<file path="config.mk">
export PLATFORM = sky130hd
export DESIGN_NAME = branch_cond_unit_flat
export DESIGN_NICKNAME = d
export VERILOG_FILES = /design/src/rtl/branch_cond_if.sv /design/src/rtl/branch_cond_unit.sv /design/src/flat_wrapper.sv
export SDC_FILE = /design/constraint.sdc
export NUM_CORES = 1
export LEC_CHECK = 0
export ABC_AREA = 1
export BUFFER_PORTS_ARGS = -buffer_cell sky130_fd_sc_hd__buf_4
export CELL_PAD_IN_SITES_DETAIL_PLACEMENT = 1
export CELL_PAD_IN_SITES_GLOBAL_PLACEMENT = 1
export CORE_UTILIZATION = 40
export DETAILED_ROUTE_END_ITERATION = 10
export PLACE_DENSITY_LB_ADDON = 0.1
export REMOVE_ABC_BUFFERS = 1
export SLEW_MARGIN = 30
export SYNTH_ARGS = -nofsm -noshare
export SYNTH_HDL_FRONTEND = slang
export SYNTH_SLANG_ARGS = --single-unit
export TNS_END_PERCENT = 1
</file>
<file path="constraint.sdc">
create_clock -name clk -period 2.3 [get_ports clk]
set_input_delay 0.23 -clock clk [delete_from_list [all_inputs] [get_ports clk]]
set_output_delay 0.23 -clock clk [all_outputs]
set_load 0.01 [all_outputs]
</file>
<file path="src/rtl/branch_cond_if.sv">
// Request/response bundle between operand fetch, the branch-condition unit and PC select.
interface branch_cond_if #(
    parameter int XLEN = 32
);
    logic            in_valid;
    logic            in_ready;
    logic [XLEN-1:0] in_a;
    logic [XLEN-1:0] in_b;
    logic [2:0]      funct3;
    logic [2:0]      op_kind;
    logic            out_valid;
    logic            out_ready;
    logic            taken;
    logic            err;

    modport master (
        output in_valid, in_a, in_b, funct3, op_kind, out_ready,
        input  in_ready, out_valid, taken, err
    );

    modport slave (
        input  in_valid, in_a, in_b, funct3, op_kind, out_ready,
        output in_ready, out_valid, taken, err
    );
endinterface

</file>
<file path="src/rtl/branch_cond_unit.sv">
// Multi-cycle RISC-V branch-condition resolver: compares operands CHUNK bits per cycle,
// MSB chunk first, stopping at the first differing chunk.
module branch_chunk_cmp #(
    parameter int CHUNK = 8
) (
    input  logic [CHUNK-1:0] a,
    input  logic [CHUNK-1:0] b,
    output logic             ne,
    output logic             lt
);
    assign ne = (a != b);
    assign lt = (a < b);
endmodule

module branch_cond_unit #(
    parameter int XLEN  = 32,
    parameter int CHUNK = 8
) (
    input logic          clk,
    input logic          rst,
    input logic          flush,
    branch_cond_if.slave bus
);
    localparam int NCHUNK = XLEN / CHUNK;
    localparam int IW     = (NCHUNK > 1) ? $clog2(NCHUNK) : 1;
    localparam logic [IW-1:0] IDX_TOP = IW'(NCHUNK - 1);

    localparam logic [2:0] OP_BRANCH = 3'b011;
    localparam logic [2:0] OP_JUMP   = 3'b100;

    localparam logic [1:0] S_IDLE = 2'd0;
    localparam logic [1:0] S_CMP  = 2'd1;
    localparam logic [1:0] S_DONE = 2'd2;

    logic [1:0]                   state;
    logic [IW-1:0]                idx;
    logic [NCHUNK-1:0][CHUNK-1:0] a_q;
    logic [NCHUNK-1:0][CHUNK-1:0] b_q;
    logic [2:0]                   f3_q;
    logic                         taken_q;
    logic                         err_q;

    logic [NCHUNK-1:0] ch_ne;
    logic [NCHUNK-1:0] ch_lt;
    logic              accept;
    logic              sign_fix;
    logic              cur_ne;
    logic              cur_lt;
    logic              res_eq;
    logic              res_lt;
    logic              cond;
    logic [XLEN-1:0]   a_in;
    logic [XLEN-1:0]   b_in;

    // One comparator per chunk; the active one is picked by idx.
    genvar i;
    generate
        for (i = 0; i < NCHUNK; i++) begin : g_chunk
            branch_chunk_cmp #(.CHUNK(CHUNK)) u_cmp (
                .a  (a_q[i]),
                .b  (b_q[i]),
                .ne (ch_ne[i]),
                .lt (ch_lt[i])
            );
        end
    endgenerate

    assign cur_ne = ch_ne[idx];
    assign cur_lt = ch_lt[idx];

    assign bus.in_ready  = (state == S_IDLE) && !flush && !rst;
    assign bus.out_valid = (state == S_DONE);
    assign bus.taken     = taken_q;
    assign bus.err       = err_q;

    assign accept = bus.in_valid && bus.in_ready;

    // Flipping the sign bit turns a signed compare into an unsigned one.
    assign sign_fix = bus.funct3[2] && !bus.funct3[1];
    assign a_in     = bus.in_a ^ (XLEN'(sign_fix) << (XLEN - 1));
    assign b_in     = bus.in_b ^ (XLEN'(sign_fix) << (XLEN - 1));

    always_comb begin
        res_eq = !cur_ne;
        res_lt = cur_ne && cur_lt;
        case (f3_q)
            3'b000:         cond = res_eq;
            3'b001:         cond = !res_eq;
            3'b100, 3'b110: cond = res_lt;
            default:        cond = !res_lt;
        endcase
    end

    always_ff @(posedge clk or posedge rst) begin
        if (rst) begin
            state   <= S_IDLE;
            idx     <= '0;
            a_q     <= '0;
            b_q     <= '0;
            f3_q    <= '0;
            taken_q <= 1'b0;
            err_q   <= 1'b0;
        end else if (flush) begin
            state   <= S_IDLE;
            idx     <= '0;
            taken_q <= 1'b0;
            err_q   <= 1'b0;
        end else begin
            case (state)
                S_IDLE: begin
                    if (accept) begin
                        a_q  <= a_in;
                        b_q  <= b_in;
                        f3_q <= bus.funct3;
                        if (bus.op_kind == OP_JUMP) begin
                            state   <= S_DONE;
                            taken_q <= 1'b1;
                            err_q   <= 1'b0;
                        end else if (bus.op_kind != OP_BRANCH) begin
                            state   <= S_DONE;
                            taken_q <= 1'b0;
                            err_q   <= 1'b0;
                        end else if (bus.funct3[2:1] == 2'b01) begin
                            state   <= S_DONE;
                            taken_q <= 1'b0;
                            err_q   <= 1'b1;
                        end else begin
                            state   <= S_CMP;
                            idx     <= IDX_TOP;
                            taken_q <= 1'b0;
                            err_q   <= 1'b0;
                        end
                    end
                end
                S_CMP: begin
                    if (cur_ne || idx == '0) begin
                        state   <= S_DONE;
                        taken_q <= cond;
                    end else begin
                        idx <= idx - 1'b1;
                    end
                end
                S_DONE: begin
                    if (bus.out_ready) state <= S_IDLE;
                end
                default: state <= S_IDLE;
            endcase
        end
    end
endmodule

</file>
<file path="src/flat_wrapper.sv">
// flat-port wrapper written by rule: the top's interface ports become plain ports
module branch_cond_unit_flat 
#(
    parameter int XLEN  = 32,
    parameter int CHUNK = 8
)
  (clk, rst, flush, bus_in_valid, bus_in_a, bus_in_b, bus_funct3, bus_op_kind, bus_out_ready, bus_in_ready, bus_out_valid, bus_taken, bus_err);
  branch_cond_if #(.XLEN(XLEN)) bus_i ();
  input logic clk;
  input logic rst;
  input logic flush;
  input wire logic [$bits(bus_i.in_valid)-1:0] bus_in_valid;
  input wire logic [$bits(bus_i.in_a)-1:0] bus_in_a;
  input wire logic [$bits(bus_i.in_b)-1:0] bus_in_b;
  input wire logic [$bits(bus_i.funct3)-1:0] bus_funct3;
  input wire logic [$bits(bus_i.op_kind)-1:0] bus_op_kind;
  input wire logic [$bits(bus_i.out_ready)-1:0] bus_out_ready;
  output wire logic [$bits(bus_i.in_ready)-1:0] bus_in_ready;
  output wire logic [$bits(bus_i.out_valid)-1:0] bus_out_valid;
  output wire logic [$bits(bus_i.taken)-1:0] bus_taken;
  output wire logic [$bits(bus_i.err)-1:0] bus_err;
  assign bus_i.in_valid = bus_in_valid;
  assign bus_i.in_a = bus_in_a;
  assign bus_i.in_b = bus_in_b;
  assign bus_i.funct3 = bus_funct3;
  assign bus_i.op_kind = bus_op_kind;
  assign bus_i.out_ready = bus_out_ready;
  assign bus_in_ready = bus_i.in_ready;
  assign bus_out_valid = bus_i.out_valid;
  assign bus_taken = bus_i.taken;
  assign bus_err = bus_i.err;
  branch_cond_unit #(.XLEN(XLEN), .CHUNK(CHUNK)) u_core (.clk(clk), .rst(rst), .flush(flush), .bus(bus_i));
endmodule
</file>
==> impl_metrics.ini, run 1 <==
[status]
status = finished with violations
failed_checks = hold timing

[yosys]
synth_edf_count = 0
syn_inst = 480
synth_top_cell_by_area = dfrtp_1
yosys_register_bits = 73
ys.flop_type = dfrtp_1
syn_area_mm2 = 0.003829
ys_async_sr_fraction = 1.000
yosys_warnings = 0
ys_seq_area_frac = 0.4771
synth_area_leaders = dfrtp_1 (48%), nand2_1 (19%), ha_1 (11%)
synth_area_per_cell_um2 = 7.976
yosysTopAreaCellShare = 0.4771
synth_cell_types = 25

[cells_and_area]
nNetsFinal = 668
final_area_mm2 = 0.004778
utilization = 0.5171
diodes = 0
nFillCells = 1151
syn_to_final_growth_pct = 24.80
drive_gt1_frac = 0.1947

[grt]
grt_pass1_vias = 3589
grt_usage = 0.2055
antenna_found_initial = 0
globalRouteOverflowTotal = 0
grt_max_degree = 76
grt_pass1_wl_um = 16220

[critical_path]
cp_max_fo = 4
cp_data_arrival_time_ns = 2.17
timing.rr.end = u_core.bus.taken$_DFFE_PP0P_
end_kind = flop
crit-reg2reg-launch = u_core.a_q[23]$_DFFE_PP0P_
worstSetupStartpointType = flop
cp.required_ns = 2.55
path_class = flop to flop
reg2reg_depth = 12
rrSetupSlack_ns = 0.37

[power]
peakVddDrop_uv = 369.2
p_leak_nw = 2.573
p_total_w = 0.004061
powerDensity_mw_per_mm2 = 849.8

[timing]
final_hold_viol_count = 22
fmax_ghz = 0.5192
whs_ns = -0.02447
relSlewSlack = 0.7281
worst_pin_slew_ns = 0.4078
finalSetupViolCount = 0
period_share = 0.8374
period_minus_slack_ns = 1.926
skew_ns = 0.01149
rsz0062_at_grt = no
finalMaxSlewViolations = 0

[drt]
wl_um = 8961
drc_errors = 0
antenna_left = 0
via_count = 3256
viasPerCell = 4.692
drt_iter0_drc = 114
first_pass_iters = 4
wl_per_cell_um = 12.91

[flow_run]
drv_cap = 0

[clock_tree]
clk_pin_slew_worst_paths_ns = 0.09
htreeDepth = 3
cts_tree = built
holdBufCountCts = 0
post-cts-setup-buffer-count = 0
insertion_delay_ns = 0.35
clkSinkCount = 73
cts_made_buffers = 9
cts_resized = 0
root_buffer = clkbuf_8
clockBufferDepth = 2

[floorplanning]
die-area_mm2 = 0.009967
fp-row-count = 35
core-area_mm2 = 0.009240
die_w_um = 99.84
initial_core_util = 0.4144
die_h_um = 99.84
io_pins = 79

[placed_design]
dpl.hpwl_um = 6559
portBuffers = 78
placed_cell_area_mm2 = 0.004558
gp_congestion = 0.8251

[min_path]
hold_class = input pin to asynchronous set/reset pin
layout by cell type, fill, tap and decap left out, types with 3 or more instances in the layout:
cell type | Yosys | routed
a21oi_1 | 8 | 8
buf_4 | 6 | 81
clkbuf_8 | 0 | 10
dfrtp_1 | 73 | 73
ha_1 | 33 | 33
inv_1 | 54 | 53
inv_2 | 6 | 7
nand2_1 | 192 | 192
nand3_1 | 13 | 13
nor2_1 | 29 | 29
o21ai_0 | 3 | 3
o21ai_1 | 39 | 39
worst max path at each step:
stage | slack, ns | end | depth (start not counted) | startpoint
global placement | 0.48 | u_core.bus.taken$_DFFE_PP0P_ | 12 | u_core.a_q[23]$_DFFE_PP0P_
finish | 0.37 | u_core.bus.taken$_DFFE_PP0P_ | 12 | u_core.a_q[23]$_DFFE_PP0P_
CTS | 0.35 | u_core.bus.taken$_DFFE_PP0P_ | 12 | u_core.a_q[23]$_DFFE_PP0P_
global route | 0.15 | u_core.idx[1]$_DFFE_PP0P_ | 10 | u_core.a_q[23]$_DFFE_PP0P_
detailed placement | 0.40 | u_core.idx[1]$_DFFE_PP0P_ | 10 | u_core.a_q[23]$_DFFE_PP0P_
floorplan | -0.03 | u_core.a_q[0]$_DFFE_PP0P_ | 9 | u_core.state[0]$_DFFE_PP0P_
metal layers:
layer	wire, µm	track usage
met3	246	0.02646
met5	0	0
met1	4182	0.2655
met4	138	0.07127
met2	4394	0.3554
final cells by class:
class | instances | area, µm² | share of cell area
sequential | 73 | 1827 | 0.3823
multi-input combinational | 333 | 1697 | 0.3551
timing repair buffer | 83 | 648.1 | 0.1356
inverter | 60 | 225.2 | 0.04713
tap | 129 | 161.4 | 0.03378
clock buffer | 11 | 141.4 | 0.02959
clock inverter | 5 | 78.83 | 0.01650
cells by family (layout without fill, tap and decap cells):
logic type      after synthesis  after routing  synth area share
compound gates               56             56           0.08170
simple gates                242            242            0.2490
buf+inv                      74            159           0.07974
flops                        73             73            0.4771
xor+xnor                      2              2          0.004576
fa+ha+maj                    33             33            0.1078
flip-flops by register name, summed over array words and instances, names as in the netlist:
| signal | cells |
|---|---|
| u_core.a_q | 32 |
| u_core.b_q | 32 |
| u_core.f3_q | 3 |
| u_core.idx | 2 |
| u_core.state | 2 |
| u_core.bus.err | 1 |
| u_core.bus.taken | 1 |
Yosys cell counts (2+ instances only):
| cell type | count |
|---|---|
| nand2_1 | 192 |
| dfrtp_1 | 73 |
| inv_1 | 54 |
| o21ai_1 | 39 |
| ha_1 | 33 |
| nor2_1 | 29 |
| nand3_1 | 13 |
| a21oi_1 | 8 |
| buf_4 | 6 |
| inv_2 | 6 |
| buf_2 | 4 |
| clkbuf_1 | 4 |
| o21ai_0 | 3 |
| nand4_1 | 2 |
| nor2_4 | 2 |
| o41ai_1 | 2 |
| xor2_1 | 2 |
through the flow:
stage               setup WS [ns]  instances  setup TNS [ns]
floorplan                -0.03450        466          -1.172
global placement           0.4803        678               0
detailed placement         0.4037        678               0
CTS                        0.3538        694               0
global route               0.1509        694               0
finish                     0.3739        694               0
power breakdown:
part | switching [W] | leakage, nW | total [W] | internal [W]
Sequential | 0.000144 | 0.909 | 0.00171 | 0.00157
Clock | 0.000504 | 0.113 | 0.00114 | 0.000640
Combinational | 0.000692 | 1.55 | 0.00121 | 0.000513
critical path, stage by stage (launching register included):
cell and delay, ns:
dfrtp_1 0.40, ha_1 0.31, nand2_1 0.07, nor2_1 0.16, nand4_1 0.14, nand3_1 0.12, nand2_1 0.10, nor2_1 0.17
nand2_1 0.10, nand2_1 0.09, nor2_1 0.04, nand2_1 0.06, nand2_1 0.04
Power figures use the tool's default switching activity.
==> run 2, diff against run 1 <==
Settings changed: CORE_UTILIZATION 40 to 36.
Clock period 2.3 ns to 1.75 ns, I/O delays scaled along.
==> impl_metrics.ini, run 2 (synthesis results as in run 1) <==
[clock_tree]
cts_made_buffers = 9
clkSinkCount = 73
root_buffer = clkbuf_8
htreeDepth = 3
insertion_delay_ns = 0.36
cts_tree = built
clockBufferDepth = 2
clk_pin_slew_worst_paths_ns = 0.09

[timing]
finalSetupViolCount = 4
skew_ns = 0.01359
relSlewSlack = 0.6506
period_minus_slack_ns = 1.809
period_share = 1.034
final_hold_viol_count = 0
timing.setup.tns_ns = -0.1545
worst_pin_slew_ns = 0.5234
fmax_ghz = 0.5527
setup_ws_ns = -0.05921
rsz0062_at_grt = yes
finalMaxSlewViolations = 0

[min_path]
hold_class = input pin to flop

[grt]
globalRouteOverflowTotal = 0
grt_pass1_wl_um = 16490
grt_max_degree = 45
grt_usage = 0.1900
antenna_found_initial = 0
grt_pass1_vias = 3555

[floorplanning]
io_pins = 79
initial_core_util = 0.3709
fp-row-count = 37
die_h_um = 105.1
die_w_um = 105.1
die-area_mm2 = 0.01105
core-area_mm2 = 0.01032

[power]
powerDensity_mw_per_mm2 = 1086
peakVddDrop_uv = 424.0
p_leak_nw = 2.737

[drt]
drt_iter0_drc = 91
antenna_left = 0
via_count = 3392
wl_per_cell_um = 13.04
drc_errors = 0
viasPerCell = 4.647
first_pass_iters = 4
wl_um = 9519

[cells_and_area]
nNetsFinal = 697
seqCellArea_mm2 = 0.001827
largest_registers = u_core.a_q: 32 flops, u_core.b_q: 32 flops, u_core.f3_q: 3 flops
utilization = 0.5021
syn_to_final_growth_pct = 35.39
layout_commonest_cell = nand2_1
final_cell_mix = nand2_1 (183), buf_4 (98), dfrtp_1 (73)
multiInputGateArea_mm2 = 0.001838
nFillCells = 1281
diodes = 0
drive_gt1_frac = 0.2677

[critical_path]
end_kind = flop
crit_chain = ha_4 -> nand2_4 -> nor2_4 -> nand4_1 -> nand3_2 -> nand2_4 -> nor2_4 -> nand2_2 -> nand2_2 -> nor2_1 -> nand2_1 -> nand2_1
cpMaxStageDelayCell = dfrtp_1
path_class = flop to flop
worstSetupStartpointType = flop
cp_slowest_stage_delay_ns = 0.42
cp.required_ns = 2.01
cp_data_arrival_time_ns = 2.06
cp_max_fo = 4

[status]
status = finished with violations
failed_checks = setup timing

[placed_design]
portBuffers = 78
dpl.hpwl_um = 6767
gp_congestion = 0.7699

[flow_run]
drv_cap = 0
run 2: final timing paths:
path	cells after the start	from	slack, ns	to
worst min-delay path	3	bus_in_a[30]	0.01	u_core.a_q[30]$_DFFE_PP0P_
max in group asynchronous	4	rst	0.76	u_core.a_q[22]$_DFFE_PP0P_
worst max register to register	12	u_core.a_q[23]$_DFFE_PP0P_	-0.06	u_core.bus.taken$_DFFE_PP0P_
worst max-delay path	12	u_core.a_q[23]$_DFFE_PP0P_	-0.06	u_core.bus.taken$_DFFE_PP0P_
worst min register to register	2	u_core.a_q[14]$_DFFE_PP0P_	0.49	u_core.a_q[14]$_DFFE_PP0P_
min in group asynchronous	3	rst	0.42	u_core.state[0]$_DFFE_PP0P_
run 2: per-stage QoR:
stage	total power, W	hold slack, ns	cell area (µm²)	instances	setup WS, ns
6_report	0.005628	0.01203	5184	730	-0.05921
5_1_grt	0.006113	0.008797	5184	730	-0.1973
4_1_cts	0.005589	0.0004501	5076	728	-0.1148
3_5_place_dp	0.004022	0.2744	4705	700	-0.1512
3_3_place_gp	0.003932	0.2674	4705	700	-0.07426
2_1_floorplan	0.003348	0.2751	3749	466	-0.5845
run 2: cell type report:
class                   count  share of cell area
multi-input cells         333              0.3546
clock inverters             6             0.01279
repair buffers            112              0.1769
flip-flops and latches     73              0.3524
well taps                 136             0.03283
clock buffers              10             0.02655
inverters                  60             0.04393
run 2: timing repair:
action,4_1_cts,5_1_grt
setup buffers,3,2
hold buffers,9,0
setup endpoints to repair,5,8
endpoints found under the hold margin,27,0
gates resized for setup,13,22
cloned,0,0
pin swaps,10,14
run 2: where the power goes:
group          internal, W  switching (W)  total [W]
Clock             0.000700       0.000688    0.00139
Sequential         0.00206       0.000198    0.00226
Combinational     0.000914        0.00107    0.00198
Total              0.00367        0.00196    0.00563
run 2: metal layers:
layer | GRT usage | vias to the layer above | wire, µm
met4 | 0.07243 | 0 | 149
li1 | - | 1717 | -
met5 | 0 | - | 0
met2 | 0.3212 | 51 | 4652
met3 | 0.02745 | 10 | 263
met1 | 0.2458 | 1614 | 4454
run 2: worst max-delay path, delay by kind of cell (launching register included):
family / cells / cell delay (ns)
AND/OR/NAND/NOR: 11 / 0.98
adder cells (fa/ha/maj): 1 / 0.30
flip-flops: 1 / 0.42
